$ cat src/rtl/usb_cmd_pkg.sv
// ============================================================================
// Module  : usb_cmd_pkg
// Purpose : Shared command codes, frame markers, parser states and error codes
//           for the USB command frame dispatcher.
// Rev     : 1.0 - initial release
// ============================================================================
`timescale 1ns/1ps
`default_nettype none

package usb_cmd_pkg;

  localparam logic [7:0] CMD_DSM       = 8'h0A;
  localparam logic [7:0] CMD_PWM       = 8'hFE;
  localparam logic [7:0] CMD_DAC       = 8'hFD;
  localparam logic [7:0] CMD_UART_CFG  = 8'h07;
  localparam logic [7:0] CMD_UART_TX   = 8'h08;
  localparam logic [7:0] CMD_UART_RX   = 8'h09;
  localparam logic [7:0] CMD_HEARTBEAT = 8'hFF;

  localparam logic [7:0] SOF1 = 8'hAA;
  localparam logic [7:0] SOF2 = 8'h55;

  typedef enum logic [3:0] {
    ST_IDLE   = 4'd0,
    ST_SOF2   = 4'd1,
    ST_CMD    = 4'd2,
    ST_LENH   = 4'd3,
    ST_LENL   = 4'd4,
    ST_DATA   = 4'd5,
    ST_CSUM   = 4'd6,
    ST_HDR    = 4'd7,
    ST_STREAM = 4'd8
  } state_e;

  typedef enum logic [1:0] {
    ERR_NONE    = 2'd0,
    ERR_CSUM    = 2'd1,
    ERR_LEN     = 2'd2,
    ERR_TIMEOUT = 2'd3
  } err_e;

endpackage

`default_nettype wire

$ cat src/rtl/usb_cmd_payload_ram.sv
// ============================================================================
// Module  : usb_cmd_payload_ram
// Purpose : Simple dual-port byte buffer holding one frame payload;
//           synchronous write, synchronous (registered) read.
// Rev     : 1.0 - initial release
// ============================================================================
`timescale 1ns/1ps
`default_nettype none

module usb_cmd_payload_ram #(
  parameter int DEPTH = 64,
  parameter int AW    = 6
) (
  input  logic          clk,
  input  logic          wr_en,
  input  logic [AW-1:0] wr_addr,
  input  logic [7:0]    wr_data,
  input  logic          rd_en,
  input  logic [AW-1:0] rd_addr,
  output logic [7:0]    rd_data
);

  logic [7:0] r_mem [DEPTH];

  // rd_data holds its value while rd_en is low; the dispatcher relies on that
  always_ff @(posedge clk) begin
    if (wr_en) r_mem[wr_addr] <= wr_data;
    if (rd_en) rd_data <= r_mem[rd_addr];
  end

endmodule

`default_nettype wire

$ cat src/rtl/usb_cmd_frame_dispatcher.sv
// ============================================================================
// Module  : usb_cmd_frame_dispatcher
// Purpose : Parses AA 55 CMD LEN_H LEN_L DATA CSUM frames from the USB byte
//           stream and releases checksum-clean frames as header + payload.
// Rev     : 1.0 - initial release
// ============================================================================
`timescale 1ns/1ps
`default_nettype none

module usb_cmd_frame_dispatcher
  import usb_cmd_pkg::*;
#(
  parameter int MAX_PAYLOAD    = 64,
  parameter int TIMEOUT_CYCLES = 60000
) (
  input  logic        clk,
  input  logic        rst_n,
  input  logic [7:0]  usb_data_in,
  input  logic        usb_data_valid_in,
  output logic        cmd_valid,
  input  logic        cmd_ready,
  output logic [7:0]  cmd_code,
  output logic [15:0] cmd_len,
  output logic [7:0]  pld_data,
  output logic        pld_valid,
  input  logic        pld_ready,
  output logic        pld_last,
  output logic        cmd_done,
  output logic        err_valid,
  output logic [1:0]  err_code,
  output logic        busy,
  output logic [15:0] drop_cnt
);

  localparam int AW = (MAX_PAYLOAD > 1) ? $clog2(MAX_PAYLOAD) : 1;
  localparam int IW = $clog2(MAX_PAYLOAD + 1);
  localparam int TW = $clog2(TIMEOUT_CYCLES + 1);

  state_e        r_state;
  logic [7:0]    r_sum;
  logic [IW-1:0] r_wr_idx;
  logic [IW-1:0] r_rd_idx;
  logic [TW-1:0] r_tmo;
  logic          r_q_valid;
  logic          r_q_last;

  logic [7:0]    w_ram_q;
  logic [15:0]   w_len_rx;
  logic          w_parse;
  logic          w_tmo_hit;
  logic          w_wr_en;
  logic          w_wr_last;
  logic          w_out_free;
  logic          w_q_to_out;
  logic          w_rd_en;
  logic          w_rd_last;

  assign w_len_rx   = {cmd_len[15:8], usb_data_in};
  assign w_parse    = r_state inside {ST_SOF2, ST_CMD, ST_LENH, ST_LENL, ST_DATA, ST_CSUM};
  assign w_tmo_hit  = (r_tmo == TW'(TIMEOUT_CYCLES - 1));
  assign w_wr_en    = usb_data_valid_in && (r_state == ST_DATA);
  assign w_wr_last  = ((16'(r_wr_idx) + 16'd1) == cmd_len);
  assign w_rd_last  = ((16'(r_rd_idx) + 16'd1) == cmd_len);

  // Two-slot pipeline: RAM read register feeds the pld_* output register.
  // First read is launched on the header handshake itself to cut latency.
  assign w_out_free = !pld_valid || pld_ready;
  assign w_q_to_out = (r_state == ST_STREAM) && r_q_valid && w_out_free;
  assign w_rd_en    = ((r_state == ST_HDR) && cmd_valid && cmd_ready && (cmd_len != 16'd0)) ||
                      ((r_state == ST_STREAM) && (16'(r_rd_idx) < cmd_len) &&
                       (!r_q_valid || w_q_to_out));

  assign busy = (r_state != ST_IDLE);

  usb_cmd_payload_ram #(
    .DEPTH (MAX_PAYLOAD),
    .AW    (AW)
  ) u_ram (
    .clk     (clk),
    .wr_en   (w_wr_en),
    .wr_addr (r_wr_idx[AW-1:0]),
    .wr_data (usb_data_in),
    .rd_en   (w_rd_en),
    .rd_addr (r_rd_idx[AW-1:0]),
    .rd_data (w_ram_q)
  );

  always_ff @(posedge clk or negedge rst_n) begin
    if (!rst_n) begin
      r_state   <= ST_IDLE;
      r_sum     <= '0;
      r_wr_idx  <= '0;
      r_rd_idx  <= '0;
      r_tmo     <= '0;
      r_q_valid <= 1'b0;
      r_q_last  <= 1'b0;
      cmd_valid <= 1'b0;
      cmd_code  <= '0;
      cmd_len   <= '0;
      pld_data  <= '0;
      pld_valid <= 1'b0;
      pld_last  <= 1'b0;
      cmd_done  <= 1'b0;
      err_valid <= 1'b0;
      err_code  <= ERR_NONE;
      drop_cnt  <= '0;
    end else begin
      err_valid <= 1'b0;
      err_code  <= ERR_NONE;
      cmd_done  <= 1'b0;

      if (w_rd_en) begin
        r_rd_idx  <= r_rd_idx + IW'(1);
        r_q_valid <= 1'b1;
        r_q_last  <= w_rd_last;
      end else if (w_q_to_out) begin
        r_q_valid <= 1'b0;
      end

      if (usb_data_valid_in && (r_state inside {ST_HDR, ST_STREAM}) && (drop_cnt != 16'hFFFF))
        drop_cnt <= drop_cnt + 16'd1;

      if (w_parse && !usb_data_valid_in && !w_tmo_hit)
        r_tmo <= r_tmo + TW'(1);
      else
        r_tmo <= '0;

      case (r_state)
        ST_IDLE: begin
          r_wr_idx  <= '0;
          r_rd_idx  <= '0;
          r_q_valid <= 1'b0;
          if (usb_data_valid_in && (usb_data_in == SOF1)) r_state <= ST_SOF2;
        end
        ST_SOF2: if (usb_data_valid_in) begin
          if (usb_data_in == SOF2)      r_state <= ST_CMD;
          else if (usb_data_in != SOF1) r_state <= ST_IDLE;
        end
        ST_CMD: if (usb_data_valid_in) begin
          cmd_code <= usb_data_in;
          r_sum    <= usb_data_in;
          r_state  <= ST_LENH;
        end
        ST_LENH: if (usb_data_valid_in) begin
          cmd_len[15:8] <= usb_data_in;
          r_sum         <= r_sum + usb_data_in;
          r_state       <= ST_LENL;
        end
        ST_LENL: if (usb_data_valid_in) begin
          cmd_len[7:0] <= usb_data_in;
          r_sum        <= r_sum + usb_data_in;
          if (w_len_rx > 16'(MAX_PAYLOAD)) begin
            err_valid <= 1'b1;
            err_code  <= ERR_LEN;
            r_state   <= ST_IDLE;
          end else if (w_len_rx == 16'd0) begin
            r_state <= ST_CSUM;
          end else begin
            r_state <= ST_DATA;
          end
        end
        ST_DATA: if (usb_data_valid_in) begin
          r_sum    <= r_sum + usb_data_in;
          r_wr_idx <= r_wr_idx + IW'(1);
          if (w_wr_last) r_state <= ST_CSUM;
        end
        ST_CSUM: if (usb_data_valid_in) begin
          if (usb_data_in == r_sum) begin
            cmd_valid <= 1'b1;
            r_state   <= ST_HDR;
          end else begin
            err_valid <= 1'b1;
            err_code  <= ERR_CSUM;
            r_state   <= ST_IDLE;
          end
        end
        ST_HDR: if (cmd_ready) begin
          cmd_valid <= 1'b0;
          if (cmd_len == 16'd0) begin
            cmd_done <= 1'b1;
            r_state  <= ST_IDLE;
          end else begin
            r_state <= ST_STREAM;
          end
        end
        ST_STREAM: begin
          if (w_q_to_out) begin
            pld_valid <= 1'b1;
            pld_data  <= w_ram_q;
            pld_last  <= r_q_last;
          end else if (pld_valid && pld_ready) begin
            pld_valid <= 1'b0;
            pld_last  <= 1'b0;
            if (pld_last) begin
              cmd_done <= 1'b1;
              r_state  <= ST_IDLE;
            end
          end
        end
        default: r_state <= ST_IDLE;
      endcase

      // An idle gap inside a frame abandons it; no byte arrives this cycle.
      if (w_parse && !usb_data_valid_in && w_tmo_hit) begin
        err_valid <= 1'b1;
        err_code  <= ERR_TIMEOUT;
        r_state   <= ST_IDLE;
      end
    end
  end

endmodule

`default_nettype wire

$ cat config.mk
export PLATFORM = sky130hd
export DESIGN_NAME = usb_cmd_frame_dispatcher
export DESIGN_NICKNAME = d
export VERILOG_FILES = /design/src/rtl/usb_cmd_pkg.sv /design/src/rtl/usb_cmd_payload_ram.sv /design/src/rtl/usb_cmd_frame_dispatcher.sv
export SDC_FILE = /design/constraint.sdc
export NUM_CORES = 1
export LEC_CHECK = 0
export ABC_AREA = 0
export BUFFER_PORTS_ARGS = -buffer_cell sky130_fd_sc_hd__buf_2
export CORE_MARGIN = 1
export CORE_UTILIZATION = 40
export CTS_CLUSTER_DIAMETER = 200
export DETAILED_ROUTE_END_ITERATION = 6
export HOLD_SLACK_MARGIN = 0.12
export PLACE_DENSITY = 0.67
export SETUP_SLACK_MARGIN = 0.02
export SLEW_MARGIN = 30
export SYNTH_ARGS = -nofsm -noshare
export SYNTH_HDL_FRONTEND = slang
export SYNTH_SLANG_ARGS = --single-unit
$ cat constraint.sdc
create_clock -name clk -period 5.8 [get_ports clk]
set_input_delay 0.58 -clock clk [delete_from_list [all_inputs] [get_ports clk]]
set_output_delay 0.58 -clock clk [all_outputs]
set_load 0.005 [all_outputs]
; Yosys cells after proc, flatten, opt, wreduce, memory -nomap -nowiden
; Memories as Yosys holds them, arrays and structs flattened. A register that Yosys moved wholly into a read port is not among the register bits.
; Index checks and enable logic that the tools add are counted.
[word_totals]
ramBits = 512
memories = 1
reg_bits = 99
elab_cells = 166
output_inout_bits = 56
[memory_table]
columns = name, words, word_bits, rd, rd_ports_with_merged_regs, wr, line_no
row1 = u_ram.r_mem, 64, 8, 1, 1, 1, usb_cmd_payload_ram.sv:23  ; logic [7:0] r_mem [DEPTH];
[op_classes]
n_eq_ne = 35
n_reduce_logical = 45
n_lt_le_gt_ge = 2
mux = 58
add_sub_neg = 7
[ops]
columns = op, n
row1 = 4-bit two-way mux, 16
row2 = 4-bit case mux with 9 select lines, 1
row3 = "16-bit by 1-bit adder with 16-bit output, second input constant", 2
row4 = 8-bit by 16-bit equality test with 1-bit output, 2
row5 = 16-bit logical NOT, 2
row6 = "3-bit by 2-bit != test with 1-bit output, second input constant", 10
row7 = 1-bit two-way mux, 23
row8 = 7-bit two-way mux, 3
row9 = "7-bit by 1-bit adder with 8-bit output, second input constant", 2
row10 = "16-bit equality test, second input constant", 1
row11 = "4-bit by 3-bit equality test with 1-bit output, second input constant", 4
row12 = "16-bit by 7-bit > comparator with 1-bit output, second input constant", 1
row13 = 7-bit by 16-bit less-than comparator with 1-bit output, 1
row14 = 16-bit two-way mux, 1
row15 = 8-bit two-way mux, 2
row16 = "16-bit != test, second input constant", 1
row17 = 8-bit case mux with 2 select lines, 1
row18 = 16-bit nonzero test, 1
row19 = 1-bit logical AND, 15
row20 = "7-bit by 1-bit adder with 7-bit output, second input constant", 2
row21 = 7-bit case mux with 2 select lines, 1
row22 = 13-bit AND reduction, 1
row23 = 2-bit AND reduction, 6
row24 = 2-bit nonzero test, 6
row25 = 26 further kinds, 42

; Logic depth before layout (Yosys ltp)
; Gate-level depths: netlist of the first run.
[logic_depth]
ltp_word = 8
ltp_mapped = 13

; Cells and area by module
; A second synthesis of the first run with hierarchy kept.
[unflattened]
cells_unflattened = 1499
area_unflattened_um2 = 25738.4
[by_module_without_submodules]
columns = mod, seq_area_each_um2, cells_each, area_each_um2, n_inst
row1 = usb_cmd_payload_ram, 15615.0, 940, 20246.9, 1
row2 = usb_cmd_frame_dispatcher, 2477.4, 559, 5491.5, 1

; Worst setup path after synthesis of the first run
; OpenSTA, ideal clock, no wires.
[synth_path]
kind = register -> register
start = register r_rd_idx[0]
end = register u_ram.rd_data[0] (read register of u_ram.r_mem) (data pin)
setup_slack_ns = 3.081
arrival_time_ns = 2.447
period_less_slack_ns = 2.719
setup_time_ns = 0.272
t_required_ns = 5.528
stages_incl_launch_ff = 6
cell_sequence = dfrtp_1 > buf_2 > buf_1 > mux4_2 > mux4_2 > mux4_2
[synth_via]
elab_chain_len = 4
[synth_rtl]
columns = item, line_no
row1 = "start, declared", usb_cmd_frame_dispatcher.sv:42  ; logic [IW-1:0] r_rd_idx;
row2 = "start signal, assigned", usb_cmd_frame_dispatcher.sv:113  ; r_rd_idx <= r_rd_idx + IW'(1);
row3 = 7-bit by 16-bit less-than comparator with 1-bit output, usb_cmd_frame_dispatcher.sv:70  ; ((r_state == ST_STREAM) && (16'(r_rd_idx) < cmd_len) &&
row4 = 1-bit logical AND (2 in a row), usb_cmd_frame_dispatcher.sv:70
row5 = 1-bit logical OR, usb_cmd_frame_dispatcher.sv:69  ; assign w_rd_en = ((r_state == ST_HDR) && cmd_valid && cmd_ready && (cmd_len != 16'd0)) ||
row6 = "end, declared", usb_cmd_payload_ram.sv:20  ; output logic [7:0] rd_data
; Several ways; a longest one is shown, not always the timed one.
; A chain may end at the register's enable or synchronous reset.

; Worst setup path after layout of the first run
[layout_path]
start = register r_state[2]
end = memory u_ram.r_mem[62][7] (enable)
[layout_via]
elab_chain_len = 4
[layout_rtl]
columns = item, line_no
row1 = "start, declared", usb_cmd_frame_dispatcher.sv:39  ; state_e r_state;
row2 = "start signal, assigned", usb_cmd_frame_dispatcher.sv:90  ; r_state <= ST_IDLE;
row3 = "start signal, assigned", usb_cmd_frame_dispatcher.sv:133  ; if (usb_data_valid_in && (usb_data_in == SOF1)) r_state <= ST_SOF2;
row4 = "start signal, assigned", usb_cmd_frame_dispatcher.sv:136  ; if (usb_data_in == SOF2) r_state <= ST_CMD;
row5 = 4-bit by 3-bit equality test with 1-bit output, usb_cmd_frame_dispatcher.sv:61  ; assign w_wr_en = usb_data_valid_in && (r_state == ST_DATA);
row6 = 1-bit logical AND, usb_cmd_frame_dispatcher.sv:61
row7 = 1-bit two-way mux, usb_cmd_payload_ram.sv:27  ; if (wr_en) r_mem[wr_addr] <= wr_data;
row8 = 1-bit two-way mux (implied by the code), usb_cmd_payload_ram.sv:27
row9 = "end, declared", usb_cmd_payload_ram.sv:23
; Every way passes these cells.

==> results of run 1 <==
synthesized netlist by cell type, types with 3 or more instances:
| library cell | n | share of area, % |
|---|---|---|
| sky130_fd_sc_hd__nor2b_1 | 13 | 0.32 |
| sky130_fd_sc_hd__o21ai_0 | 34 | 0.67 |
| sky130_fd_sc_hd__buf_2 | 12 | 0.24 |
| sky130_fd_sc_hd__clkbuf_1 | 40 | 0.59 |
| sky130_fd_sc_hd__a31oi_1 | 4 | 0.099 |
| sky130_fd_sc_hd__nor2_1 | 121 | 1.8 |
| sky130_fd_sc_hd__a21oi_1 | 16 | 0.32 |
| sky130_fd_sc_hd__inv_1 | 20 | 0.30 |
| sky130_fd_sc_hd__nand4_1 | 14 | 0.35 |
| sky130_fd_sc_hd__edfxtp_1 | 520 | 62 |
| sky130_fd_sc_hd__nand2_1 | 64 | 0.95 |
| sky130_fd_sc_hd__ha_1 | 18 | 0.89 |
| sky130_fd_sc_hd__mux2i_1 | 5 | 0.20 |
| sky130_fd_sc_hd__mux4_2 | 168 | 15 |
| sky130_fd_sc_hd__nand3_1 | 33 | 0.65 |
| sky130_fd_sc_hd__nand3b_1 | 6 | 0.18 |
| sky130_fd_sc_hd__nand2b_1 | 3 | 0.074 |
| sky130_fd_sc_hd__xnor2_1 | 33 | 1.1 |
| sky130_fd_sc_hd__buf_1 | 10 | 0.15 |
| sky130_fd_sc_hd__and3_1 | 9 | 0.22 |
| sky130_fd_sc_hd__a31o_2 | 3 | 0.10 |
| sky130_fd_sc_hd__xor2_1 | 23 | 0.80 |
| sky130_fd_sc_hd__nor3_1 | 13 | 0.26 |
| sky130_fd_sc_hd__a21o_1 | 7 | 0.21 |
| sky130_fd_sc_hd__and2_1 | 4 | 0.099 |
| sky130_fd_sc_hd__mux2_2 | 29 | 1.3 |
| sky130_fd_sc_hd__nor4_1 | 12 | 0.30 |
| sky130_fd_sc_hd__and4_1 | 5 | 0.17 |
| sky130_fd_sc_hd__dfrtp_1 | 99 | 9.8 |
cell families (layout without fill, tap and decap cells):
| logic type | after synthesis | in the layout |
|---|---|---|
| flip-flops | 619 | 619 |
| AND/OR/NAND/NOR | 309 | 309 |
| multiplexers | 202 | 202 |
| AO/OA/AOI/OAI | 86 | 86 |
| buffers and inverters | 85 | 223 |
| XOR/XNOR | 56 | 56 |
| adder cells (fa/ha/maj) | 19 | 19 |
state kept, by name, summed over array words and instances, names as in the netlist, 8 cells and up:
signal,flops
u_ram.r_mem,512
pld_data,8
r_sum,8
drop_cnt,16
u_ram.rd_data,8
r_tmo,16
cmd_code,8
cmd_len,16
metal layers:
| metal | global-route usage, % | up-vias |
|---|---|---|
| met5 | 0 | - |
| met4 | 4.21 | 0 |
| met3 | 3.39 | 73 |
| met2 | 28.5 | 524 |
| met1 | 25.7 | 6916 |
| li1 | - | 5650 |
power by group:
group          leakage [nW]  internal, mW  switching (mW)
Clock                 0.980          2.27            1.69
Sequential             6.01          4.91          0.0975
Combinational          2.61         0.257           0.395
Total                  9.60          7.44            2.18
worst min-delay path: cells and delay by family:
family / cells / cell delay [ns]
AOI/OAI and AO/OA: 1 / 0.08
buffers and inverters: 1 / 0.12
and+or+nand+nor: 1 / 0.07
worst min-delay path by stage:
stage / to / slack [ns] / start
floorplan: cmd_code[0] / 0.28 / rst_n
global placement: cmd_code[6] / 0.47 / cmd_code[6]
detailed placement: r_tmo[0] / 0.47 / r_tmo[0]
CTS: pld_last / 0.25 / pld_ready
global route: pld_valid / 0.27 / pld_ready
finish: pld_last / 0.28 / pld_ready
layout make-up:
cell class                 instances  area (um2)  share of cell area (%)
tap                              837        1050                    3.65
inverter                          22        83.8                   0.292
timing repair buffer              87         546                    1.90
clock inverter                    43         385                    1.34
sequential                       619       18100                    63.0
multi-input combinational        672        6920                    24.1
clock buffer                      71        1630                    5.67
timing repair:
item | in CTS | in global routing
endpoints found under the hold margin | 49 | 0
setup buffers | 0 | 0
hold buffers | 1 | 0
gates resized for setup | 0 | 0
==> results.sh, run 1 <==
export IMPL_numCtsBuffers=60
export IMPL_globalRoute_totalOverflow=0
export IMPL_cap_violations=0
export IMPL_rsz0062_at_grt="no"
export IMPL_grt_pass1_vias=13000
export IMPL_worst_voltage_drop_across_the_vdd_grid_v=0.000237
export IMPL_synthesis_nets=1408
export IMPL_detailroute_wirelength_met3_um=4040
export IMPL_critical_path_slowest_stage_cell="sky130_fd_sc_hd__nor2_1"
export IMPL_synth_cell_types=58
export IMPL_fin_cells=2351
export IMPL_post_dp_hpwl_um=35700
export IMPL_synth_area_per_cell_um2=18.4
export IMPL_tritoncts_num_sinks=619
export IMPL_setup_violations=0
export IMPL_hold_violations=0
export IMPL_finalSetupTns_ns=0
export IMPL_post_route_min_period_ns=3.70
export IMPL_routed_wl_met2_um=27500
export IMPL_yosys_area_share_adder_pct=0.969
export IMPL_critical_path_max_fanout=13
export IMPL_outcome="completed"
export IMPL_worstHoldPathType="primary input to register"
export IMPL_regToRegEndpoint="u_ram.r_mem[62][7]"
export IMPL_clk_path_buf_depth=3
export IMPL_netlist_instances=1376
export IMPL_clockRootBuffer="sky130_fd_sc_hd__clkbuf_16"
export IMPL_crit_end="u_ram.r_mem[62][7]"
export IMPL_design_die_area_um2=64300
export IMPL_critical_path_cell_chain="nor2b_1 > nand3_1 > nor2_1 > nand3_1 > nor2_1"
export IMPL_yosys_mux_area_fraction_pct=16.4
export IMPL_max_freq_mhz=270
export IMPL_yosys_area_share_simple_pct=5.75
export IMPL_critical_path_top_delay_family="simple AND/OR/NAND/NOR gates"
export IMPL_port_buffers=68
export IMPL_design_final_nets=1494
export IMPL_number_of_antenna_violations_at_the_first_check_in_global_routing=3
export IMPL_fin_worst_skew_ns=0.0147
export IMPL_placement_setup_worst_slack_ns=2.21
export IMPL_dominant_combinational_cell_family_by_area_after_synthesis="multiplexers"
export IMPL_power_leakage_nw=9.60
export IMPL_most_common_layout_cells="sky130_fd_sc_hd__edfxtp_1 (520), sky130_fd_sc_hd__mux4_2 (168), sky130_fd_sc_hd__nor2_1 (108)"
export IMPL_drtPass1Iterations=5
export IMPL_nFillCells=5225
export IMPL_timing_final_max_slew_violations=0
export IMPL_clock_latency_ns=0.63
export IMPL_rrSetupSlack_ns=2.10
export IMPL_max_slew_margin_pct=32.9
export IMPL_drt_iter0_markers=1288
export IMPL_drive_gt1_share_pct=26.6
export IMPL_timing_rr_start="r_state[2]"
export IMPL_end_kind="register"
export IMPL_detail_route_vias_per_cell=5.60
export IMPL_synth_ff_latch_count=619
export IMPL_residual_antenna_violating_net_count_after_detailed_routing=0
export IMPL_holdWs_ns=0.278
export IMPL_crit_path_max_incr_delay_ns=0.89
export IMPL_worstPathBufferInverterCount=0
export IMPL_yosys_warnings=0
export IMPL_place_inst=2236
export IMPL_post_layout_util_pct=46.2
export IMPL_timing_reg2reg_worst_path_depth=5
export IMPL_die_w_um=254
export IMPL_critical_path_depth=5
export IMPL_placedInstanceArea_um2=26700
export IMPL_post_synth_instance_area_um2=25300
export IMPL_cell_pwr_density_nw_per_um2=335
export IMPL_synth_edff_count=520
export IMPL_insertedDiodeCount=0
export IMPL_layout_commonest_cell="sky130_fd_sc_hd__edfxtp_1"
export IMPL_total_power_mw=9.62
export IMPL_timing_setup_critical_path_class="register to register"
export IMPL_synth_main_ff_cell="sky130_fd_sc_hd__edfxtp_1"
export IMPL_critical_path_startpoint="r_state[2]"
export IMPL_grt_pass1_wl_um=85100
export IMPL_core_ar_um2=62200
export IMPL_period_share_pct=63.8
export IMPL_io_pins=69
export IMPL_grt_start_max_net_pins=74
export IMPL_route_detailed_drc=0
export IMPL_ys_async_sr_fraction_pct=16.0
export IMPL_design_area_um2=28700
export IMPL_rows=91
export IMPL_yosysSeqAreaShare_pct=71.5
export IMPL_hold_critical_path_depth=3
export IMPL_crit_path_start_kind="register"
export IMPL_drt_wl_total_um=56700
export IMPL_routedWlPerCell_um=24.1
export IMPL_worst_setup_hold_path_clk_slew_ns=0.06
export IMPL_timing_worst_slew_pin_value_ns=1.00
export IMPL_track_usage_pct=18.0
export IMPL_area_overhead_vs_synth_pct=13.4
export IMPL_routedLengthMet1_um=24100
export IMPL_setup_ws_ns=2.10
export IMPL_post_synth_xor_area_fraction_pct=1.94
export IMPL_htree_levels=2
export IMPL_highest_layer="met4"
export IMPL_die_height_um=254
export IMPL_start_util_pct=40.7
export IMPL_synth_compound_gate_area_share_pct=2.11
export IMPL_worst_ep_required_time_ns=6.04
export IMPL_finalWeightedCongestion=0.839
export IMPL_arrival_time_worst_endpoint_ns=3.94
export IMPL_cts_tree="yes"
export IMPL_dr_total_vias=13200
Power figures use the tool's default switching activity.
==> run 2: changes to the inputs <==
- PLACE_DENSITY: 0.67 -> 0.69
- clock period: 5.8 -> 3 ns (I/O delays scaled with it)
==> run 2 against run 1 <==
Via count grew 2.8%. Combinational power up 98%. Fmax grew 34%. Final cell count grew 4.3%. Worst hold slack got worse by 0.074 ns. Global-route usage increased by 0.70 points. Register-to-register slack worse by 1.9 ns. Die area is the same. Largest power group unchanged.
==> results.sh, run 2 (synthesis results as in run 1) <==
export IMPL_cts_tree="yes"
export IMPL_io_pins=69
export IMPL_end_kind="register"
export IMPL_post_dp_hpwl_um=37900
export IMPL_grt_pass1_wl_um=88300
export IMPL_flip_flop_count_of_the_largest_register_after_layout=512
export IMPL_residual_antenna_violating_net_count_after_detailed_routing=0
export IMPL_port_buffers=68
export IMPL_clk_path_buf_depth=3
export IMPL_crit_path_start_kind="register"
export IMPL_routedWlPerCell_um=24.0
export IMPL_rows=91
export IMPL_nFillCells=5162
export IMPL_cell_pwr_density_nw_per_um2=637
export IMPL_highest_layer="met5"
export IMPL_design_die_area_um2=64300
export IMPL_critical_path_max_fanout=28
export IMPL_multi_input_area_um2=6890
export IMPL_clockRootBuffer="sky130_fd_sc_hd__clkbuf_16"
export IMPL_number_of_antenna_violations_at_the_first_check_in_global_routing=2
export IMPL_worst_setup_hold_path_clk_slew_ns=0.06
export IMPL_power_share_clock_pct=41.7
export IMPL_period_share_pct=92.0
export IMPL_most_numerous_cell_on_the_critical_path="sky130_fd_sc_hd__mux4_2"
export IMPL_worstHoldPathType="primary input to register"
export IMPL_layout_commonest_cell="sky130_fd_sc_hd__edfxtp_1"
export IMPL_grt_start_max_net_pins=67
export IMPL_detail_route_vias_per_cell=5.52
export IMPL_htree_levels=2
export IMPL_drive_gt1_share_pct=30.0
export IMPL_drtPass1Iterations=5
export IMPL_critical_path_cell_chain="buf_12 > mux4_2 > mux4_2 > mux4_2"
export IMPL_area_sequential_um2=18100
export IMPL_start_util_pct=40.7
export IMPL_power_leakage_nw=10.2
export IMPL_drt_wl_total_um=58800
export IMPL_post_route_min_period_ns=2.76
export IMPL_drt_iter0_markers=1250
export IMPL_worst_ep_required_time_ns=3.36
export IMPL_timing_setup_critical_path_class="register to register"
export IMPL_power_frac_comb_pct=6.8
export IMPL_numCtsBuffers=60
export IMPL_crit_path_max_incr_delay_ns=0.59
export IMPL_internal_power_mw=14.6
export IMPL_timing_worst_slew_pin_value_ns=0.847
export IMPL_rsz0062_at_grt="no"
export IMPL_track_usage_pct=18.6
export IMPL_worst_voltage_drop_across_the_vdd_grid_v=0.000597
export IMPL_max_slew_margin_pct=43.3
export IMPL_reported_net_switching_power_mw=4.18
export IMPL_hold_violations=0
export IMPL_globalRoute_totalOverflow=0
export IMPL_design_final_nets=1596
export IMPL_insertedDiodeCount=0
export IMPL_timing_final_max_slew_violations=0
export IMPL_arrival_time_worst_endpoint_ns=3.12
export IMPL_worstPathBufferInverterCount=1
export IMPL_die_height_um=254
export IMPL_critical_path_slowest_stage_cell="sky130_fd_sc_hd__mux4_2"
export IMPL_power_share_switching_pct=22.2
export IMPL_placedInstanceArea_um2=27400
export IMPL_routed_wl_met2_um=28900
export IMPL_die_w_um=254
export IMPL_register_with_the_most_flip_flops="u_ram.r_mem"
export IMPL_max_freq_mhz=362
export IMPL_grt_pass1_vias=13700
export IMPL_route_detailed_drc=0
export IMPL_fin_worst_skew_ns=0.0337
export IMPL_detailroute_wirelength_met3_um=4230
export IMPL_area_overhead_vs_synth_pct=16.8
export IMPL_cts_repair_timing_setup_buffer_count=0
export IMPL_seq_power_share_pct=51.4
export IMPL_clock_latency_ns=0.62
export IMPL_post_cts_resized_instances=0
export IMPL_dr_total_vias=13500
export IMPL_design_area_um2=29600
export IMPL_finalWeightedCongestion=0.832
export IMPL_outcome="completed"
export IMPL_core_ar_um2=62200
export IMPL_tritoncts_num_sinks=619
export IMPL_most_common_layout_cells="sky130_fd_sc_hd__edfxtp_1 (520), sky130_fd_sc_hd__mux4_2 (168), sky130_fd_sc_hd__nor2_1 (121)"
export IMPL_critical_path_top_delay_family="multiplexers"
export IMPL_setup_violations=0
export IMPL_finalSetupTns_ns=0
export IMPL_cap_violations=0
export IMPL_routedLengthMet1_um=24200
==> run 2: changes by cell type in the layout (fill, tap and decap cells not counted), moves of 2 or more <==
cell                            change
sky130_fd_sc_hd__clkinv_2           -5
sky130_fd_sc_hd__clkbuf_1           +5
sky130_fd_sc_hd__buf_12             +5
sky130_fd_sc_hd__nor2_1            +13
sky130_fd_sc_hd__nor2_2            -13
sky130_fd_sc_hd__clkinvlp_4         +2
sky130_fd_sc_hd__dlygate4sd3_1      +6
sky130_fd_sc_hd__bufinv_16          +4
sky130_fd_sc_hd__buf_4             +92
sky130_fd_sc_hd__clkinv_1           -6
sky130_fd_sc_hd__clkbuf_16          -3
sky130_fd_sc_hd__inv_6              +2
==> run 2: metrics by stage <==
step / utilization, % / setup slack (ns) / total power [mW] / hold WS [ns] / cells
global route: 47.6 / 0.164 / 19.4 / 0.181 / 2452
global placement: 44.1 / 0.250 / 11.1 / 0.385 / 2332
finish: 47.6 / 0.241 / 18.8 / 0.204 / 2452
floorplan: - / 0.281 / 10.6 / 0.00441 / 1376
CTS: 47.6 / 0.222 / 19.0 / 0.168 / 2452
detailed placement: 44.1 / 0.235 / 11.1 / 0.393 / 2332
==> run 2: per-layer routing <==
| layer | up-vias | track usage (%) |
|---|---|---|
| li1 | 5861 | - |
| met3 | 78 | 3.43 |
| met5 | - | 0 |
| met1 | 7054 | 25.7 |
| met4 | 2 | 4.99 |
| met2 | 533 | 30.5 |
==> run 2: repair_timing <==
action	in CTS	in global routing
endpoints found under the setup margin	0	0
hold buffers	7	0
endpoints found under the hold margin	72	0
==> run 2: path summary, 6_finish.rpt <==
check,start,end,slack (ns),cells after the start
max,r_rd_idx[0],u_ram.rd_data[4],0.24,4
min,usb_data_in[5],u_ram.r_mem[13][5],0.20,1
max reg2reg,r_rd_idx[0],u_ram.rd_data[4],0.24,4
min reg2reg,r_sum[3],r_sum[3],0.49,2
max in group asynchronous,rst_n,r_sum[3],1.83,3
min in group asynchronous,rst_n,pld_data[3],0.28,2
==> run 2: cell type report <==
class	instances	share of cell area [%]
clock buffers	74	5.36
flip-flops and latches	619	61.2
multi-input cells	672	23.3
well taps	837	3.54
repair buffers	189	4.63
inverters	22	0.279
clock inverters	39	1.67
==> run 2: power by group through the flow <==
| stage | logic [mW] | registers [mW] | clock network, mW |
|---|---|---|---|
| 6_report | 1.29 | 9.68 | 7.86 |
| 5_1_grt | 1.41 | 9.71 | 8.30 |
| 4_1_cts | 1.29 | 9.68 | 8.00 |
| 3_5_place_dp | 1.28 | 9.86 | 0 |
| 3_3_place_gp | 1.25 | 9.85 | 0 |
| 2_1_floorplan | 0.755 | 9.80 | 0 |
